### config.mk
export PLATFORM = sky130hd
export DESIGN_NAME = vga_sync_gen_flat
export DESIGN_NICKNAME = d
export VERILOG_FILES = /design/src/rtl/vga_sync_gen_if.sv /design/src/rtl/vga_sync_gen.sv /design/src/flat_wrapper.sv
export SDC_FILE = /design/constraint.sdc
export NUM_CORES = 1
export LEC_CHECK = 0
export BUFFER_PORTS_ARGS = -buffer_cell sky130_fd_sc_hd__buf_2
export CORE_MARGIN = 8
export CORE_UTILIZATION = 45
export DETAILED_ROUTE_END_ITERATION = 7
export PLACE_DENSITY = 0.66
export SETUP_SLACK_MARGIN = 0.5
export SLEW_MARGIN = 0
export SYNTH_ARGS = -nofsm -noshare
export SYNTH_HDL_FRONTEND = slang
export SYNTH_SLANG_ARGS = --single-unit
export TNS_END_PERCENT = 30
### constraint.sdc
create_clock -name org_clk -period 3.05 [get_ports org_clk]
set_input_delay 0.1525 -clock org_clk [delete_from_list [all_inputs] [get_ports org_clk]]
set_output_delay 0.1525 -clock org_clk [all_outputs]
set_load 0.02 [all_outputs]
### src/rtl/vga_sync_gen_if.sv
// rtl/vga_sync_gen_if.sv - VGA timing bundle between the sync generator and the pixel renderer
interface vga_sync_gen_if;
   logic [9:0] h_cnt;
   logic [9:0] v_cnt;
   logic       hsync;
   logic       vsync;
   logic       video_on;
   logic       line_start;
   logic       frame_start;
`ifdef VGA_SYNC_GEN_FRAME_CNT_EN
   logic [15:0] frame_cnt;
`endif

   modport master (
      output h_cnt, v_cnt, hsync, vsync, video_on, line_start, frame_start
`ifdef VGA_SYNC_GEN_FRAME_CNT_EN
      , output frame_cnt
`endif
   );

   modport slave (
      input h_cnt, v_cnt, hsync, vsync, video_on, line_start, frame_start
`ifdef VGA_SYNC_GEN_FRAME_CNT_EN
      , input frame_cnt
`endif
   );
endinterface

### src/rtl/vga_sync_gen.sv
// rtl/vga_sync_gen.sv - VGA pixel timing generator advanced by pix_tick
// Optional frames-started counter on the interface: VGA_SYNC_GEN_FRAME_CNT_EN
module vga_sync_gen #(
   parameter int   H_ACTIVE = 640,
   parameter int   H_FP     = 16,
   parameter int   H_SYNC   = 96,
   parameter int   H_BP     = 48,
   parameter int   V_ACTIVE = 480,
   parameter int   V_FP     = 10,
   parameter int   V_SYNC   = 2,
   parameter int   V_BP     = 33,
   parameter logic HS_POL   = 1'b0,
   parameter logic VS_POL   = 1'b0
) (
   input  logic           org_clk,
   input  logic           sys_rst_n,
   input  logic           pix_tick,
   vga_sync_gen_if.master vid
);
   localparam int H_TOTAL = H_ACTIVE + H_FP + H_SYNC + H_BP;
   localparam int V_TOTAL = V_ACTIVE + V_FP + V_SYNC + V_BP;

   if (H_TOTAL > 1024) begin : g_bad_h_total
      $error("vga_sync_gen: H_TOTAL exceeds 1024");
   end
   if (V_TOTAL > 1024) begin : g_bad_v_total
      $error("vga_sync_gen: V_TOTAL exceeds 1024");
   end

   localparam logic [9:0] H_LAST  = 10'(H_TOTAL - 1);
   localparam logic [9:0] H_FP_AT = 10'(H_ACTIVE);
   localparam logic [9:0] H_SY_AT = 10'(H_ACTIVE + H_FP);
   localparam logic [9:0] H_BP_AT = 10'(H_ACTIVE + H_FP + H_SYNC);
   localparam logic [9:0] V_LAST  = 10'(V_TOTAL - 1);
   localparam logic [9:0] V_FP_AT = 10'(V_ACTIVE);
   localparam logic [9:0] V_SY_AT = 10'(V_ACTIVE + V_FP);
   localparam logic [9:0] V_BP_AT = 10'(V_ACTIVE + V_FP + V_SYNC);

   typedef enum logic [1:0] {PH_ACTIVE, PH_FP, PH_SYNC, PH_BP} phase_t;

   phase_t     h_state, h_state_nxt;
   phase_t     v_state, v_state_nxt;
   logic [9:0] h_cnt_q, v_cnt_q;
   logic [9:0] h_nxt, v_nxt;
   logic       h_wrap, f_wrap;
   logic       hsync_q, vsync_q, video_on_q, line_start_q, frame_start_q;

   assign h_wrap = pix_tick && (h_cnt_q == H_LAST);
   assign f_wrap = h_wrap && (v_cnt_q == V_LAST);

   always_comb begin
      h_nxt = h_cnt_q;
      v_nxt = v_cnt_q;
      if (pix_tick) begin
         if (h_wrap) begin
            h_nxt = '0;
            v_nxt = f_wrap ? 10'd0 : v_cnt_q + 10'd1;
         end else begin
            h_nxt = h_cnt_q + 10'd1;
         end
      end
   end

   // Phases step on the boundary the next counter value lands on, so the
   // registered decodes line up with the counters they accompany.
   always_comb begin
      h_state_nxt = h_state;
      if (pix_tick) begin
         case (h_state)
            PH_ACTIVE: if (h_nxt == H_FP_AT) h_state_nxt = PH_FP;
            PH_FP:     if (h_nxt == H_SY_AT) h_state_nxt = PH_SYNC;
            PH_SYNC:   if (h_nxt == H_BP_AT) h_state_nxt = PH_BP;
            PH_BP:     if (h_nxt == 10'd0)   h_state_nxt = PH_ACTIVE;
            default:   h_state_nxt = PH_BP;
         endcase
      end
   end

   always_comb begin
      v_state_nxt = v_state;
      if (h_wrap) begin
         case (v_state)
            PH_ACTIVE: if (v_nxt == V_FP_AT) v_state_nxt = PH_FP;
            PH_FP:     if (v_nxt == V_SY_AT) v_state_nxt = PH_SYNC;
            PH_SYNC:   if (v_nxt == V_BP_AT) v_state_nxt = PH_BP;
            PH_BP:     if (v_nxt == 10'd0)   v_state_nxt = PH_ACTIVE;
            default:   v_state_nxt = PH_BP;
         endcase
      end
   end

   always_ff @(posedge org_clk or negedge sys_rst_n) begin
      if (!sys_rst_n) begin
         h_state       <= PH_BP;
         v_state       <= PH_BP;
         h_cnt_q       <= H_LAST;
         v_cnt_q       <= V_LAST;
         hsync_q       <= ~HS_POL;
         vsync_q       <= ~VS_POL;
         video_on_q    <= 1'b0;
         line_start_q  <= 1'b0;
         frame_start_q <= 1'b0;
      end else begin
         h_state       <= h_state_nxt;
         v_state       <= v_state_nxt;
         h_cnt_q       <= h_nxt;
         v_cnt_q       <= v_nxt;
         hsync_q       <= (h_state_nxt == PH_SYNC) ? HS_POL : ~HS_POL;
         vsync_q       <= (v_state_nxt == PH_SYNC) ? VS_POL : ~VS_POL;
         video_on_q    <= (h_state_nxt == PH_ACTIVE) && (v_state_nxt == PH_ACTIVE);
         line_start_q  <= h_wrap;
         frame_start_q <= f_wrap;
      end
   end

`ifdef VGA_SYNC_GEN_FRAME_CNT_EN
   logic [15:0] frame_cnt_q;

   always_ff @(posedge org_clk or negedge sys_rst_n) begin
      if (!sys_rst_n) begin
         frame_cnt_q <= '0;
      end else if (f_wrap) begin
         frame_cnt_q <= frame_cnt_q + 16'd1;
      end
   end

   assign vid.frame_cnt = frame_cnt_q;
`endif

   assign vid.h_cnt       = h_cnt_q;
   assign vid.v_cnt       = v_cnt_q;
   assign vid.hsync       = hsync_q;
   assign vid.vsync       = vsync_q;
   assign vid.video_on    = video_on_q;
   assign vid.line_start  = line_start_q;
   assign vid.frame_start = frame_start_q;
endmodule

### src/flat_wrapper.sv
// flat-port wrapper written by rule: the top's interface ports become plain ports
module vga_sync_gen_flat 
#(
   parameter int   H_ACTIVE = 640,
   parameter int   H_FP     = 16,
   parameter int   H_SYNC   = 96,
   parameter int   H_BP     = 48,
   parameter int   V_ACTIVE = 480,
   parameter int   V_FP     = 10,
   parameter int   V_SYNC   = 2,
   parameter int   V_BP     = 33,
   parameter logic HS_POL   = 1'b0,
   parameter logic VS_POL   = 1'b0
)
  (org_clk, sys_rst_n, pix_tick, vid_h_cnt, vid_v_cnt, vid_hsync, vid_vsync, vid_video_on, vid_line_start, vid_frame_start);
  vga_sync_gen_if vid_i ();
  input  logic org_clk;
  input  logic sys_rst_n;
  input  logic pix_tick;
  output wire logic [$bits(vid_i.h_cnt)-1:0] vid_h_cnt;
  output wire logic [$bits(vid_i.v_cnt)-1:0] vid_v_cnt;
  output wire logic [$bits(vid_i.hsync)-1:0] vid_hsync;
  output wire logic [$bits(vid_i.vsync)-1:0] vid_vsync;
  output wire logic [$bits(vid_i.video_on)-1:0] vid_video_on;
  output wire logic [$bits(vid_i.line_start)-1:0] vid_line_start;
  output wire logic [$bits(vid_i.frame_start)-1:0] vid_frame_start;
  assign vid_h_cnt = vid_i.h_cnt;
  assign vid_v_cnt = vid_i.v_cnt;
  assign vid_hsync = vid_i.hsync;
  assign vid_vsync = vid_i.vsync;
  assign vid_video_on = vid_i.video_on;
  assign vid_line_start = vid_i.line_start;
  assign vid_frame_start = vid_i.frame_start;
  vga_sync_gen #(.H_ACTIVE(H_ACTIVE), .H_FP(H_FP), .H_SYNC(H_SYNC), .H_BP(H_BP), .V_ACTIVE(V_ACTIVE), .V_FP(V_FP), .V_SYNC(V_SYNC), .V_BP(V_BP), .HS_POL(HS_POL), .VS_POL(VS_POL)) u_core (.org_clk(org_clk), .sys_rst_n(sys_rst_n), .pix_tick(pix_tick), .vid(vid_i));
endmodule
==> impl_metrics.toml <==
[outcome]
status = "complete, no violations"

[cts]
clkTransAtPathRegs_ns = 0.06
clk_path_buf_depth = 2
numCtsBuffers = 5
cts-root-buf = "clkbuf_8"
tritoncts = "yes"
clock-sinks = 29
htreeDepth = 2
clock_latency_ns = 0.28

[flow_run]
cap_violations = 0

[critical_path]
cpPeakStageDelay_ns = 0.56
cp_max_fo = 7
crit_end = "u_core.vid.video_on"
arrival_ns = 2.90
reg2regPathDepth = 9
required_ns = 3.20
critPathTopFamily = "simple AND/OR/NAND/NOR gates"
worstReg2RegEnd = "u_core.vid.video_on"
path_buf_inv = 0
critPathLaunch = "u_core.vid.h_cnt[0]"
slowest_stage = "dfstp_2"
regToRegSetupSlack_ns = 0.30
crit_chain = "ha_4, nand4_4, or3_4, or3_1, o21ai_4, and3_1, nor2_1, or3_1, nor4bb_2"
timing.rr.start = "u_core.vid.h_cnt[0]"
crit_path_start_kind = "flop"
end_kind = "flop"
critPathKind = "reg2reg"
crit_cells = 9
cp_common_cell = "or3_1"

[final_layout]
nets = 235
fin_util_pct = 62.9
diodes = 0
mostFrequentLayoutCell = "buf_2"
n_fill_cell = 292
syn_to_final_growth_pct = 33.6
final_cell_mix = "27 x buf_2, 22 x buf_4, 16 x dfstp_2"
drive_above_1_share_pct = 42.8

[routing]
drt-initial-drc-count = 76
drtAntennaViolNets = 0
dr.pass1.iters = 4
via_count = 1581
wl_per_cell_um = 17.0
routed_wl_um = 4700
via_per_inst = 5.71
route.detailed.drc = 0

[timing]
hold_viol = 0
setup_slack_ns = 0.301
rsz0062_at_grt = "yes"
post-route-period-util_pct = 90.1
period_minus_slack_ns = 2.75
worst-slew-pin-transition_ns = 0.646
slew-limit-headroom_pct = 56.9
setup-violations-final = 0
setup-tns-final_ns = 0
skew_ns = 0.00306
clock.fmax_mhz = 364
final_max_slew_viol_count = 0

[power]
p_switching_mw = 0.451
p_leak_nw = 1.00
power.density_mw_per_mm2 = 548
swShare_pct = 35.7
power_frac_clock_pct = 24.5
power_frac_comb_pct = 32.2
p_int_mw = 0.811
seq_power_share_pct = 43.3
finalPower_mw = 1.26
irDropWorstVdd_v = 0.000380

[die]
core_mm2 = 0.00366
std_cell_rows = 22
initial_core_util_pct = 47.1
io_pins = 28
fp.dieW_um = 77.9
fp.dieH_um = 77.9
die_area_mm2 = 0.00607

[yosys]
syn_avg_cell_area_um2 = 9.85
synthArstFlopShare_pct = 100
syn_nets = 181
synth_cell_types = 51
yosys_warnings = 0
seq_area_frac_synth_pct = 43.3
synth_area_mm2 = 0.00172
synth_cells = 175
ys_ff_latch = 29
yosys_most_used_dff = "dfstp_2"
synth_enable_flop_cells = 0

[grt]
grt_max_degree = 30
grt_pass1_vias = 1516
grt_pass1_wl_um = 7220
antenna_found_initial = 0
grt_overflow = 0
grt_use_total_pct = 14.9

[hold_path]
hold_depth = 3
hp-class = "in2reg"
min_from = "pix_tick"

[place]
io_buffers = 27
post-place-ws_ns = 0.245
gp_congestion = 0.851
dp.final_hpwl_um = 3050
-- logic make-up (layout without fill, tap and decap cells) --
group	count (synthesis)	count (layout)	synth area share (%)
DFF	29	29	43.3
AOI/OAI and AO/OA	30	30	11.1
buffers and inverters	14	67	4.21
adders and majority gates	3	3	2.18
xor gates and xnor gates	11	11	6.46
and+or+nand+nor	83	84	29.8
muxes	5	5	2.98
-- power groups by stage --
stage	Clock [mW]	Sequential (mW)	Combinational, mW
2_1_floorplan	0	0.589	0.199
5_1_grt	0.341	0.552	0.441
3_3_place_gp	0	0.557	0.326
4_1_cts	0.322	0.544	0.390
3_5_place_dp	0	0.568	0.335
6_report	0.309	0.546	0.406
-- cells in the mapped netlist, drive strengths merged, types with 3 or more instances --
master	n	area (µm²)
nand3	15	75.1
a21oi	4	20.0
dfstp	16	420
nand4	6	52.6
inv	10	37.5
o21ai	11	58.8
ha	3	37.5
nor2	11	41.3
dfrtp	13	325
or3	7	48.8
nand2b	3	18.8
nor3	4	31.3
nand2	14	52.6
xor2	6	60.1
a31oi	3	18.8
buf	4	35.0
mux2i	4	40.0
xnor2	5	51.3
nor4	8	50.1
-- worst register-to-register path, delay by kind of cell (launching register included) --
family / cells / cell delay [ns]
AOI/OAI and AO/OA: 1 / 0.12
adders and majority gates: 1 / 0.15
DFF: 1 / 0.56
and+or+nand+nor: 7 / 1.80
-- per-layer routing --
layer / GRT usage [%] / up-vias / wire, µm
li1: - / 752 / -
met1: 15.2 / 770 / 1810
met2: 27.0 / 49 / 2500
met3: 5.30 / 10 / 278
met4: 6.11 / 0 / 108
met5: 0 / - / 0
-- sequential cells by signal, indices dropped and copies added (netlist names) --
signal / count
u_core.vid.v_cnt: 10
u_core.vid.frame_start: 1
u_core.h_state: 2
u_core.vid.video_on: 1
u_core.vid.h_cnt: 10
u_core.vid.line_start: 1
u_core.v_state: 2
u_core.vid.vsync: 1
u_core.vid.hsync: 1
-- layout make-up --
type	instances	area (µm²)	area share, %
Multi-Input combinational cell	133	1060	45.8
Sequential cell	29	746	32.4
Timing Repair Buffer	50	310	13.5
Clock buffer	7	86.3	3.75
Tap cell	48	60.1	2.61
Inverter	10	45.0	1.96
-- worst min path at each step --
stage	endpoint	slack [ns]
after floorplan	u_core.vid.frame_start	-0.14
after global placement	u_core.vid.v_cnt[0]	0.20
after detailed placement	u_core.vid.v_cnt[0]	0.21
after CTS	u_core.h_state[1]	0.30
after global routing	u_core.h_state[1]	0.31
final	u_core.h_state[1]	0.32
-- what timing repair did --
item	in CTS	in global routing
setup buffers	6	16
gates cloned	1	0
endpoints found under the setup margin	6	6
endpoints found under the hold margin	13	0
pin swaps	3	18
hold buffers	1	0
resized for setup	7	13
-- metrics by stage --
step | area (µm²) | hold slack, ns | cells
floorplan | 1760 | -0.143 | 175
global placement | 1920 | 0.204 | 246
detailed placement | 1920 | 0.208 | 246
CTS | 2110 | 0.296 | 261
global route | 2300 | 0.314 | 277
finish | 2300 | 0.316 | 277
(Power assumes the default switching activity.)
